[config.mk]
export PLATFORM = sky130hd
export DESIGN_NAME = rd_tracker_flat
export DESIGN_NICKNAME = d
export VERILOG_FILES = /design/src/rtl/rd_tracker_if.sv /design/src/rtl/rd_tracker.sv /design/src/flat_wrapper.sv
export SDC_FILE = /design/constraint.sdc
export NUM_CORES = 1
export LEC_CHECK = 0
export ABC_AREA = 1
export BUFFER_PORTS_ARGS = -buffer_cell sky130_fd_sc_hd__buf_2
export CAP_MARGIN = 20
export CELL_PAD_IN_SITES_DETAIL_PLACEMENT = 0
export CELL_PAD_IN_SITES_GLOBAL_PLACEMENT = 1
export CORE_MARGIN = 5
export CORE_UTILIZATION = 34
export DETAILED_ROUTE_END_ITERATION = 6
export GPL_ROUTABILITY_DRIVEN = 0
export PLACE_DENSITY_LB_ADDON = 0.1
export SLEW_MARGIN = 30
export SYNTH_ARGS = -nofsm -noshare
export SYNTH_HDL_FRONTEND = slang
export SYNTH_SLANG_ARGS = --single-unit
[constraint.sdc]
create_clock -name clock -period 2.4 [get_ports clock]
set_input_delay 0.48 -clock clock [delete_from_list [all_inputs] [get_ports clock]]
set_output_delay 0.48 -clock clock [all_outputs]
set_load 0.02 [all_outputs]
[src/rtl/rd_tracker_if.sv]
// Bundle between the ID-stage issue/hazard logic and rd_tracker.
// The master side drives issue and decode fields. The slave side publishes the in-flight rd tags.
interface rd_tracker_if #(
  parameter int CNT_W = 16
);
  // Issue handshake: an instruction is accepted on the rising edge where
  // issue_valid=1, stall=0 and flush=0. stall is the inverse of ready, and
  // flush also kills the transfer. Nothing is held across cycles.
  logic             issue_valid;
  logic             issue_regwrite;
  logic [4:0]       issue_rd;
  logic             stall;
  logic             flush;
  logic [4:0]       rs1;
  logic [4:0]       rs2;
  logic [4:0]       rd_ex_mem;
  logic [4:0]       rd_mem_wb;
  logic [31:0]      pending_mask;
  logic             rs1_busy;
  logic             rs2_busy;
  logic [3:0]       occupancy;
  logic [CNT_W-1:0] stall_count;

  modport master (
    output issue_valid, issue_regwrite, issue_rd, stall, flush, rs1, rs2,
    input  rd_ex_mem, rd_mem_wb, pending_mask, rs1_busy, rs2_busy, occupancy, stall_count
  );

  modport slave (
    input  issue_valid, issue_regwrite, issue_rd, stall, flush, rs1, rs2,
    output rd_ex_mem, rd_mem_wb, pending_mask, rs1_busy, rs2_busy, occupancy, stall_count
  );
endinterface

[src/rtl/rd_tracker.sv]
// Delay line of destination-register tags that mirrors the EX/MEM/WB pipeline.
// It publishes a pending-write mask for the hazard logic and counts stall cycles.
module rd_tracker #(
  parameter int DEPTH = 3,
  parameter int CNT_W = 16
) (
  input logic         clock,
  input logic         reset,
  rd_tracker_if.slave bus
);

  logic [DEPTH-1:0] v;
  logic [4:0]       rd_q [DEPTH];
  logic [CNT_W-1:0] cnt;
  logic             accept;
  logic [31:0]      mask;
  logic [3:0]       occ;

  // x0 is never entered, so a valid entry always has a nonzero rd.
  assign accept = bus.issue_valid & bus.issue_regwrite & (bus.issue_rd != 5'd0) &
                  ~bus.stall & ~bus.flush;

  always_ff @(posedge clock) begin
    if (!reset) begin
      v   <= '0;
      cnt <= '0;
      for (int k = 0; k < DEPTH; k++) rd_q[k] <= 5'd0;
    end else begin
      v[0]    <= accept;
      rd_q[0] <= accept ? bus.issue_rd : 5'd0;
      // A flush kills the wrong-path instruction that is leaving ID/EX this edge.
      v[1]    <= v[0] & ~bus.flush;
      rd_q[1] <= bus.flush ? 5'd0 : rd_q[0];
      for (int k = 2; k < DEPTH; k++) begin
        v[k]    <= v[k-1];
        rd_q[k] <= rd_q[k-1];
      end
      if (bus.stall && (cnt != {CNT_W{1'b1}})) cnt <= cnt + CNT_W'(1);
    end
  end

  always_comb begin
    mask = '0;
    occ  = '0;
    for (int k = 0; k < DEPTH; k++) begin
      if (v[k]) begin
        mask[rd_q[k]] = 1'b1;
        occ           = occ + 4'd1;
      end
    end
    mask[0] = 1'b0;
  end

  assign bus.pending_mask = mask;
  assign bus.occupancy    = occ;
  assign bus.rd_ex_mem    = v[0] ? rd_q[0] : 5'd0;
  assign bus.rd_mem_wb    = v[1] ? rd_q[1] : 5'd0;
  assign bus.rs1_busy     = mask[bus.rs1];
  assign bus.rs2_busy     = mask[bus.rs2];
  assign bus.stall_count  = cnt;

endmodule

[src/flat_wrapper.sv]
// flat-port wrapper written by rule: the top's interface ports become plain ports
module rd_tracker_flat 
#(
  parameter int DEPTH = 3,
  parameter int CNT_W = 16
)
  (clock, reset, bus_issue_valid, bus_issue_regwrite, bus_issue_rd, bus_stall, bus_flush, bus_rs1, bus_rs2, bus_rd_ex_mem, bus_rd_mem_wb, bus_pending_mask, bus_rs1_busy, bus_rs2_busy, bus_occupancy, bus_stall_count);
  rd_tracker_if #(.CNT_W(CNT_W)) bus_i ();
  input logic clock;
  input logic reset;
  input wire logic [$bits(bus_i.issue_valid)-1:0] bus_issue_valid;
  input wire logic [$bits(bus_i.issue_regwrite)-1:0] bus_issue_regwrite;
  input wire logic [$bits(bus_i.issue_rd)-1:0] bus_issue_rd;
  input wire logic [$bits(bus_i.stall)-1:0] bus_stall;
  input wire logic [$bits(bus_i.flush)-1:0] bus_flush;
  input wire logic [$bits(bus_i.rs1)-1:0] bus_rs1;
  input wire logic [$bits(bus_i.rs2)-1:0] bus_rs2;
  output wire logic [$bits(bus_i.rd_ex_mem)-1:0] bus_rd_ex_mem;
  output wire logic [$bits(bus_i.rd_mem_wb)-1:0] bus_rd_mem_wb;
  output wire logic [$bits(bus_i.pending_mask)-1:0] bus_pending_mask;
  output wire logic [$bits(bus_i.rs1_busy)-1:0] bus_rs1_busy;
  output wire logic [$bits(bus_i.rs2_busy)-1:0] bus_rs2_busy;
  output wire logic [$bits(bus_i.occupancy)-1:0] bus_occupancy;
  output wire logic [$bits(bus_i.stall_count)-1:0] bus_stall_count;
  assign bus_i.issue_valid = bus_issue_valid;
  assign bus_i.issue_regwrite = bus_issue_regwrite;
  assign bus_i.issue_rd = bus_issue_rd;
  assign bus_i.stall = bus_stall;
  assign bus_i.flush = bus_flush;
  assign bus_i.rs1 = bus_rs1;
  assign bus_i.rs2 = bus_rs2;
  assign bus_rd_ex_mem = bus_i.rd_ex_mem;
  assign bus_rd_mem_wb = bus_i.rd_mem_wb;
  assign bus_pending_mask = bus_i.pending_mask;
  assign bus_rs1_busy = bus_i.rs1_busy;
  assign bus_rs2_busy = bus_i.rs2_busy;
  assign bus_occupancy = bus_i.occupancy;
  assign bus_stall_count = bus_i.stall_count;
  rd_tracker #(.DEPTH(DEPTH), .CNT_W(CNT_W)) u_core (.clock(clock), .reset(reset), .bus(bus_i));
endmodule
* After elaboration in Yosys (flattened, before gate mapping)
Memory sizes are Yosys's and may differ from the RTL's.
Cells that the tools add are included.
** Storage, ports and cells
- Register bits after elaboration :: 19
- Bits in writable memories :: 15
- Memories :: 1
** Operators by class
- $add $sub $neg :: 3
- Magnitude comparators :: 8
- Eq/ne operators :: 1
- Multiplexer cells :: 25
- Bitwise logic cells :: 12
- Reductions and logical operators :: 5
** Memory list
- u_core.rd_q :: depth 3, bits a word 5, read ports 3, clocked after Yosys merged registers in 0, wr ports 3, RTL line rd_tracker.sv:13 : logic [4:0] rd_q [DEPTH];
** Operators with widths (number)
- 2-to-1 mux 32 bit :: 3
- bitwise OR 32 bit :: 2
- 2-to-1 mux 5 bit :: 7
- < comparator 5 x 6 -> 1 bit, second input constant :: 5
- adder 16 x 1 -> 16 bit, second input constant :: 1
- inequality test 16 bit, second input constant :: 1
- demux 1 bit (select 5 bit) :: 3
- greater-or-equal comparator 5 x 1 -> 1 bit, second input constant :: 3
- binary-select mux 1 bit (select 5 bit) :: 2
- 2-to-1 mux 1 bit :: 8
- 2-to-1 mux 4 bit :: 2
- bitwise AND 1 bit :: 5
- nonzero test 5 bit :: 1
- adder 4 x 1 -> 4 bit, second input constant :: 1
- logical AND 1 bit :: 4
- bitwise OR 1 bit :: 3
- adder 1 x 1 -> 2 bit, second input constant :: 1
- NOT 1 bit :: 2

* Depth between registers and ports, before layout
Gate-level depths: netlist (run 1).
An unclocked memory read counts as a cell.
- Word-level depth :: 12
- Mapped depth :: 13
- Gate-level depth less buffers :: 13

* Least setup slack after synthesis (run 1)
No wires, ideal clock.
- Kind :: input port to output port
- From :: input bus_rs2[0]
- To :: output bus_rs2_busy
- Arrival time :: 1.602 ns
- Setup slack :: 0.318 ns
- Cell stages on the path :: 11
- Path buffers :: 1
- Cell sequence :: buf_2 clkinv_1 nor2_2 nand2_1 nand2_1 nor2_1 nand2_1 nand3_1 nand2_1 nand2_1 nand2_1
** On the way
- Word-level cells in the longest chain between the ends :: 2
** Ends and longest elaborated chain
- start, declared :: RTL line flat_wrapper.sv:17 : input wire logic [$bits(bus_i.rs2)-1:0] bus_rs2;
- binary-select mux 1 bit (select 5 bit) :: RTL line rd_tracker.sv:59 : assign bus.rs2_busy = mask[bus.rs2];
- 2-to-1 mux 1 bit (implied by the code) :: RTL line rd_tracker.sv:59
- end, declared :: RTL line flat_wrapper.sv:22 : output wire logic [$bits(bus_i.rs2_busy)-1:0] bus_rs2_busy;
Every way passes these cells. The select of a mux whose other input is x is not followed.

==> flow_metrics.env, run 1 <==
export IMPL_power_density_mw_per_mm2=276
export IMPL_synth_area_mm2=0.00307
export IMPL_coreArea_mm2=0.00876
export IMPL_area_delta_synth_final_pct=38.5
export IMPL_ir_worst_vdd_v=0.000209
export IMPL_ys_types=28
export IMPL_drt_iter0_drc=161
export IMPL_synthCells=584
export IMPL_report_power_total_w=0.00117
export IMPL_syn_area_per_cell_um2=5.25
export IMPL_hp_class="primary input to flip-flop"
export IMPL_vias=3976
export IMPL_overflow=0
export IMPL_cts_buffers=5
export IMPL_final_util=0.485
export IMPL_tritoncts="yes"
export IMPL_power_leakage_nw=2.42
export IMPL_first_global_vias=3858
export IMPL_final_setup_tns_ns=0
export IMPL_crit_slowest_cell="dfxtp_4"
export IMPL_dp_slack_ns=0.101
export IMPL_dieArea_mm2=0.0110
export IMPL_worstSetupPathType="flip-flop to output port"
export IMPL_path_max_fanout=5
export IMPL_die_y_um=105
export IMPL_final_common_cell="nand2_1"
export IMPL_path_cells="clkinvlp_4 -> nor2_4 -> nand2_1 -> nand3_2 -> nand2_1 -> nand2_1 -> nor2_1 -> nand2_1 -> nand3_2 -> nand2_1 -> nand2_1 -> nand2_1 -> buf_6"
export IMPL_setup_viol_count_final=0
export IMPL_final_cell_mix="nand2_1 (213), buf_2 (80), inv_1 (75)"
export IMPL_setup_ws_ns=0.00521
export IMPL_clock_latency_ns=0.28
export IMPL_ctsHoldBuffers=0
export IMPL_cp_arrival_ns=1.91
export IMPL_synth_mux_area_frac=0
export IMPL_synth_xor_area_share=0.0114
export IMPL_io_buffer_count=82
export IMPL_dp_hpwl_mm=9.35
export IMPL_worst_path_most_repeated_cell="nand2_1"
export IMPL_fillers=970
export IMPL_finalHoldViolations=0
export IMPL_slew_violations=0
export IMPL_diodes=0
export IMPL_ant_nets=0
export IMPL_reg2reg_slack_ns=0.47
export IMPL_synth_fa_ha_area_frac=0.0122
export IMPL_synth_compound_area_share=0.0514
export IMPL_ys_warnings_count=0
export IMPL_root_buffer="clkbuf_8"
export IMPL_fin_crit_sh=0.998
export IMPL_layoutNonFillerInstCount=797
export IMPL_grt_usage=0.206
export IMPL_period_needed_ns=2.39
export IMPL_initial_core_util=0.350
export IMPL_grt_max_degree=18
export IMPL_fin_worst_skew_ns=0.00635
export IMPL_status="finished, final reports clean"
export IMPL_max_freq_mhz=418
export IMPL_drc_errors=0
export IMPL_h_tree_depth=2
export IMPL_routed_wirelength_mm=11.6
export IMPL_end_kind="output port"
export IMPL_die_w_um=105
export IMPL_drv_cap=0
export IMPL_grt_pass1_wl_mm=18.9
export IMPL_clock_sinks=34
export IMPL_wl_per_cell_um=14.6
export IMPL_synth_top_family_by_area="simple AND/OR/NAND/NOR gates"
export IMPL_path_clk_slew_ns=0.07
export IMPL_critical_path_max_stage_delay_ns=0.39
export IMPL_nets=712
export IMPL_seq_area_frac_synth=0.222
export IMPL_cp_start_kind="flip-flop"
export IMPL_dp_cells=781
export IMPL_rsz0062_at_grt="true"
export IMPL_ioPinCount=85
export IMPL_clock_path_buffers=2
export IMPL_synthSimpleGateAreaFrac=0.577
export IMPL_antenna_found_initial=0
export IMPL_layout_drive_gt1_share=0.332
export IMPL_rows=34
export IMPL_worstPathRequired_ns=1.92
export IMPL_synth_seq_cells=34
export IMPL_vias_per_cell=4.99
export IMPL_detail_route_first_pass_iterations=5
[logic make-up (layout without fill, tap and decap cells)]
logic type / Yosys count / after routing
AO/OA/AOI/OAI: 30 / 30
buffers and inverters: 93 / 197
XOR/XNOR: 4 / 4
AND/OR/NAND/NOR: 419 / 419
flip-flops: 34 / 34
other: 1 / 2
adder cells (fa/ha/maj): 3 / 3
[cells in the mapped netlist, drive strengths merged]
master	count	area share
a21oi	17	0.028
a31oi	2	0.0041
buf	7	0.017
clkbuf	3	0.0069
clkinv	2	0.0024
conb	1	0.0012
dfxtp	34	0.22
ha	3	0.012
inv	81	0.099
nand2	236	0.29
nand3	74	0.13
nand4	5	0.010
nor2	93	0.12
nor3	7	0.013
nor3b	2	0.0065
nor4	2	0.0041
o21ai	10	0.016
o21ba	1	0.0033
xnor2	1	0.0029
xor2	3	0.0086
[cell type report]
cell class,instances,area (um^2),area share
clock inverter,2,12.5,0.00294
clock buffer,6,82.6,0.0194
sequential,34,721,0.170
multi-input combinational,458,2370,0.559
inverter,83,318,0.0748
tap,108,135,0.0318
timing repair buffer,106,607,0.143
[through the flow]
step                      area [um^2]  hold WS (ns)
after floorplan                  3070         0.446
after detailed placement         3660         0.471
final                            4250         0.417
after global placement           3660         0.465
after CTS                        3990         0.417
after global routing             4250         0.415
[metal layers]
layer / up-vias / share of wire / GRT usage
li1: 2002 / - / -
met4: 0 / 0.028 / 0.0740
met2: 133 / 0.49 / 0.362
met5: - / 0 / 0
met3: 26 / 0.049 / 0.0284
met1: 1815 / 0.43 / 0.256
[where the power goes]
part / total [W] / internal (W) / switching, W
clock: 0.000438 / 0.000231 / 0.000208
combinational: 0.000170 / 0.0000622 / 0.000108
sequential: 0.000567 / 0.000560 / 0.00000670
[registers in the layout, indices dropped and copies added, names as in the netlist]
register                flops
u_core.bus.stall_count     16
u_core.rd_q                15
u_core.v                    3
[critical path: cells and delay by family (launching register included)]
kind | cells | cell delay [ns]
and+or+nand+nor | 11 | 0.93
buffers and inverters | 2 | 0.32
DFF | 1 | 0.39
[worst paths after layout]
| check | start | cells after the start | end |
|---|---|---|---|
| worst max register to register | u_core.bus.stall_count[0] | 10 | u_core.bus.stall_count[8] |
| worst max-delay path | u_core.rd_q[0][2] | 13 | bus_rs1_busy |
| worst min-delay path | bus_issue_rd[4] | 3 | u_core.rd_q[0][4] |
| worst min register to register | u_core.bus.stall_count[9] | 2 | u_core.bus.stall_count[9] |
[timing repair]
| item | 4_1_cts | 5_1_grt |
|---|---|---|
| resized for setup | 60 | 74 |
| setup buffers | 4 | 5 |
| pin swaps | 9 | 31 |
| endpoints found under the setup margin | 2 | 2 |
No activity file was read; power rests on OpenSTA's default activity.
==> inputs of run 2 (changes only) <==
==> constraint.sdc (replaced) <==
create_clock -name clock -period 2.4 [get_ports clock]
set_input_delay 0.48 -clock clock [delete_from_list [all_inputs] [get_ports clock]]
set_output_delay 0.48 -clock clock [all_outputs]
set_load 0.1 [all_outputs]
==> flow_metrics.env, run 2 (synthesis gave the netlist of run 1 again) <==
export IMPL_status="finished with violations"
export IMPL_violations="negative setup slack"
export IMPL_setup_viol_count_final=2
export IMPL_worst_path_most_repeated_cell="nand2_1"
export IMPL_power_leakage_nw=2.55
export IMPL_grt_usage=0.203
export IMPL_first_global_vias=3820
export IMPL_path_cells="nand2_2 -> nor2_4 -> nand2_1 -> nand3_4 -> nand2_1 -> nand2_1 -> nor2_1 -> nand2_1 -> nand3_1 -> nand2_1 -> nand2_2 -> nand2_4 -> buf_12"
export IMPL_nets=720
export IMPL_root_buffer="clkbuf_8"
export IMPL_layout_drive_gt1_share=0.368
export IMPL_tritoncts="yes"
export IMPL_fin_area_mm2=0.00481
export IMPL_worst_pin_slew_ns=0.514
export IMPL_diodes=0
export IMPL_fin_worst_skew_ns=0.0101
export IMPL_path_clk_slew_ns=0.07
export IMPL_grt_pass1_wl_mm=18.5
export IMPL_cp_start_kind="flip-flop"
export IMPL_report_power_total_w=0.00133
export IMPL_end_kind="output port"
export IMPL_worstPathRequired_ns=1.92
export IMPL_rsz0062_at_grt="true"
export IMPL_drc_errors=0
export IMPL_cts_buffers=5
export IMPL_fin_crit_sh=1.02
export IMPL_drt_iter0_drc=180
export IMPL_dp_hpwl_mm=9.53
export IMPL_detail_route_first_pass_iterations=4
export IMPL_finalHoldViolations=0
export IMPL_period_needed_ns=2.44
export IMPL_crit_slowest_cell="dfxtp_4"
export IMPL_slew_violations=0
export IMPL_ctsHoldBuffers=0
export IMPL_final_util=0.549
export IMPL_drv_cap=0
export IMPL_setup_ws_ns=-0.0423
export IMPL_clock_latency_ns=0.28
export IMPL_power_density_mw_per_mm2=278
export IMPL_cp_arrival_ns=1.96
export IMPL_io_buffer_count=82
export IMPL_die_y_um=105
export IMPL_vias_per_cell=4.91
export IMPL_die_w_um=105
export IMPL_critical_path_buf_inv_count=1
export IMPL_max_freq_mhz=409
export IMPL_largest_reg_flops=16
export IMPL_final_common_cell="nand2_1"
export IMPL_grt_max_degree=19
export IMPL_routed_wirelength_mm=11.6
export IMPL_ioPinCount=85
export IMPL_worstSetupPathType="flip-flop to output port"
export IMPL_overflow=0
export IMPL_initial_core_util=0.350
export IMPL_cp_top_family="simple AND/OR/NAND/NOR gates"
export IMPL_rows=34
export IMPL_antenna_found_initial=0
export IMPL_hp_class="primary input to flip-flop"
export IMPL_dieArea_mm2=0.0110
export IMPL_ir_worst_vdd_v=0.000281
export IMPL_clock_path_buffers=2
export IMPL_slew_headroom=0.659
export IMPL_final_setup_tns_ns=-0.0726
export IMPL_final_cell_mix="nand2_1 (193), inv_1 (76), buf_2 (65)"
export IMPL_ant_nets=0
export IMPL_vias=3949
export IMPL_h_tree_depth=2
export IMPL_place_area_mm2=0.00423
export IMPL_wl_per_cell_um=14.4
export IMPL_critical_path_max_stage_delay_ns=0.38
export IMPL_path_max_fanout=8
export IMPL_clock_sinks=34
export IMPL_area_delta_synth_final_pct=56.7
export IMPL_coreArea_mm2=0.00876
run 2: cell count changes in the layout (fill, tap and decap cells not counted), moves of 4 or more:
cell,delta
buf_12,+18
buf_2,-15
nor2_4,+4
nand3_4,+19
nand3_2,-19
nor2_2,-4
buf_4,+7
nand2_2,+19
nand2_1,-20
run 2: worst paths after layout:
kind	slack (ns)	startpoint	endpoint	depth (start not counted)
worst max-delay path	-0.04	u_core.v[0]	bus_rs1_busy	13
worst min-delay path	0.41	bus_issue_rd[4]	u_core.rd_q[0][4]	3
worst max register to register	0.46	u_core.bus.stall_count[0]	u_core.bus.stall_count[8]	10
worst min register to register	0.48	u_core.bus.stall_count[9]	u_core.bus.stall_count[9]	2
run 2: worst reg2reg max path, cell delays in order, from the launching register on:
cell	delay, ns
dfxtp_1	0.35
ha_1	0.22
nand3_1	0.15
nor3_1	0.06
nand3_1	0.06
nand2_1	0.22
nor2_1	0.32
nand2_1	0.14
nor2_1	0.14
o21ai_0	0.09
a21oi_1	0.12
run 2: layer usage:
metal	track usage	wire length, um
met1	0.242	4870
met2	0.371	5870
met3	0.0314	565
met4	0.0630	266
met5	0	0
run 2: layout make-up:
cell class / count / area (um^2)
fill: 898 / 3960
multi-input combinational: 458 / 2610
timing repair buffer: 114 / 922
sequential: 34 / 713
inverter: 83 / 318
tap: 108 / 135
clock buffer: 6 / 82.6
clock inverter: 1 / 30.0
run 2: power by group:
part	leakage [nW]	switching (W)	internal, W	total [W]
Sequential	0.284	0.00000629	0.000563	0.000570
Combinational	2.21	0.000159	0.0000701	0.000229
Clock	0.0573	0.000204	0.000332	0.000536
Total	2.55	0.000369	0.000966	0.00133
run 2: timing repair:
item / CTS / global route
pin swaps: 27 / 6
gates resized for setup: 98 / 30
cloned: 0 / 0
setup buffers: 7 / 4
endpoints found under the setup margin: 2 / 2
run 2: per-stage QoR:
step / worst slack [ns] / hold WS (ns) / std cells
final: -0.0423 / 0.407 / 804
after global routing: -0.189 / 0.411 / 804
after CTS: -0.0412 / 0.402 / 800
after detailed placement: 0.0762 / 0.471 / 786
after global placement: 0.0381 / 0.466 / 786
after floorplan: -0.129 / 0.446 / 585
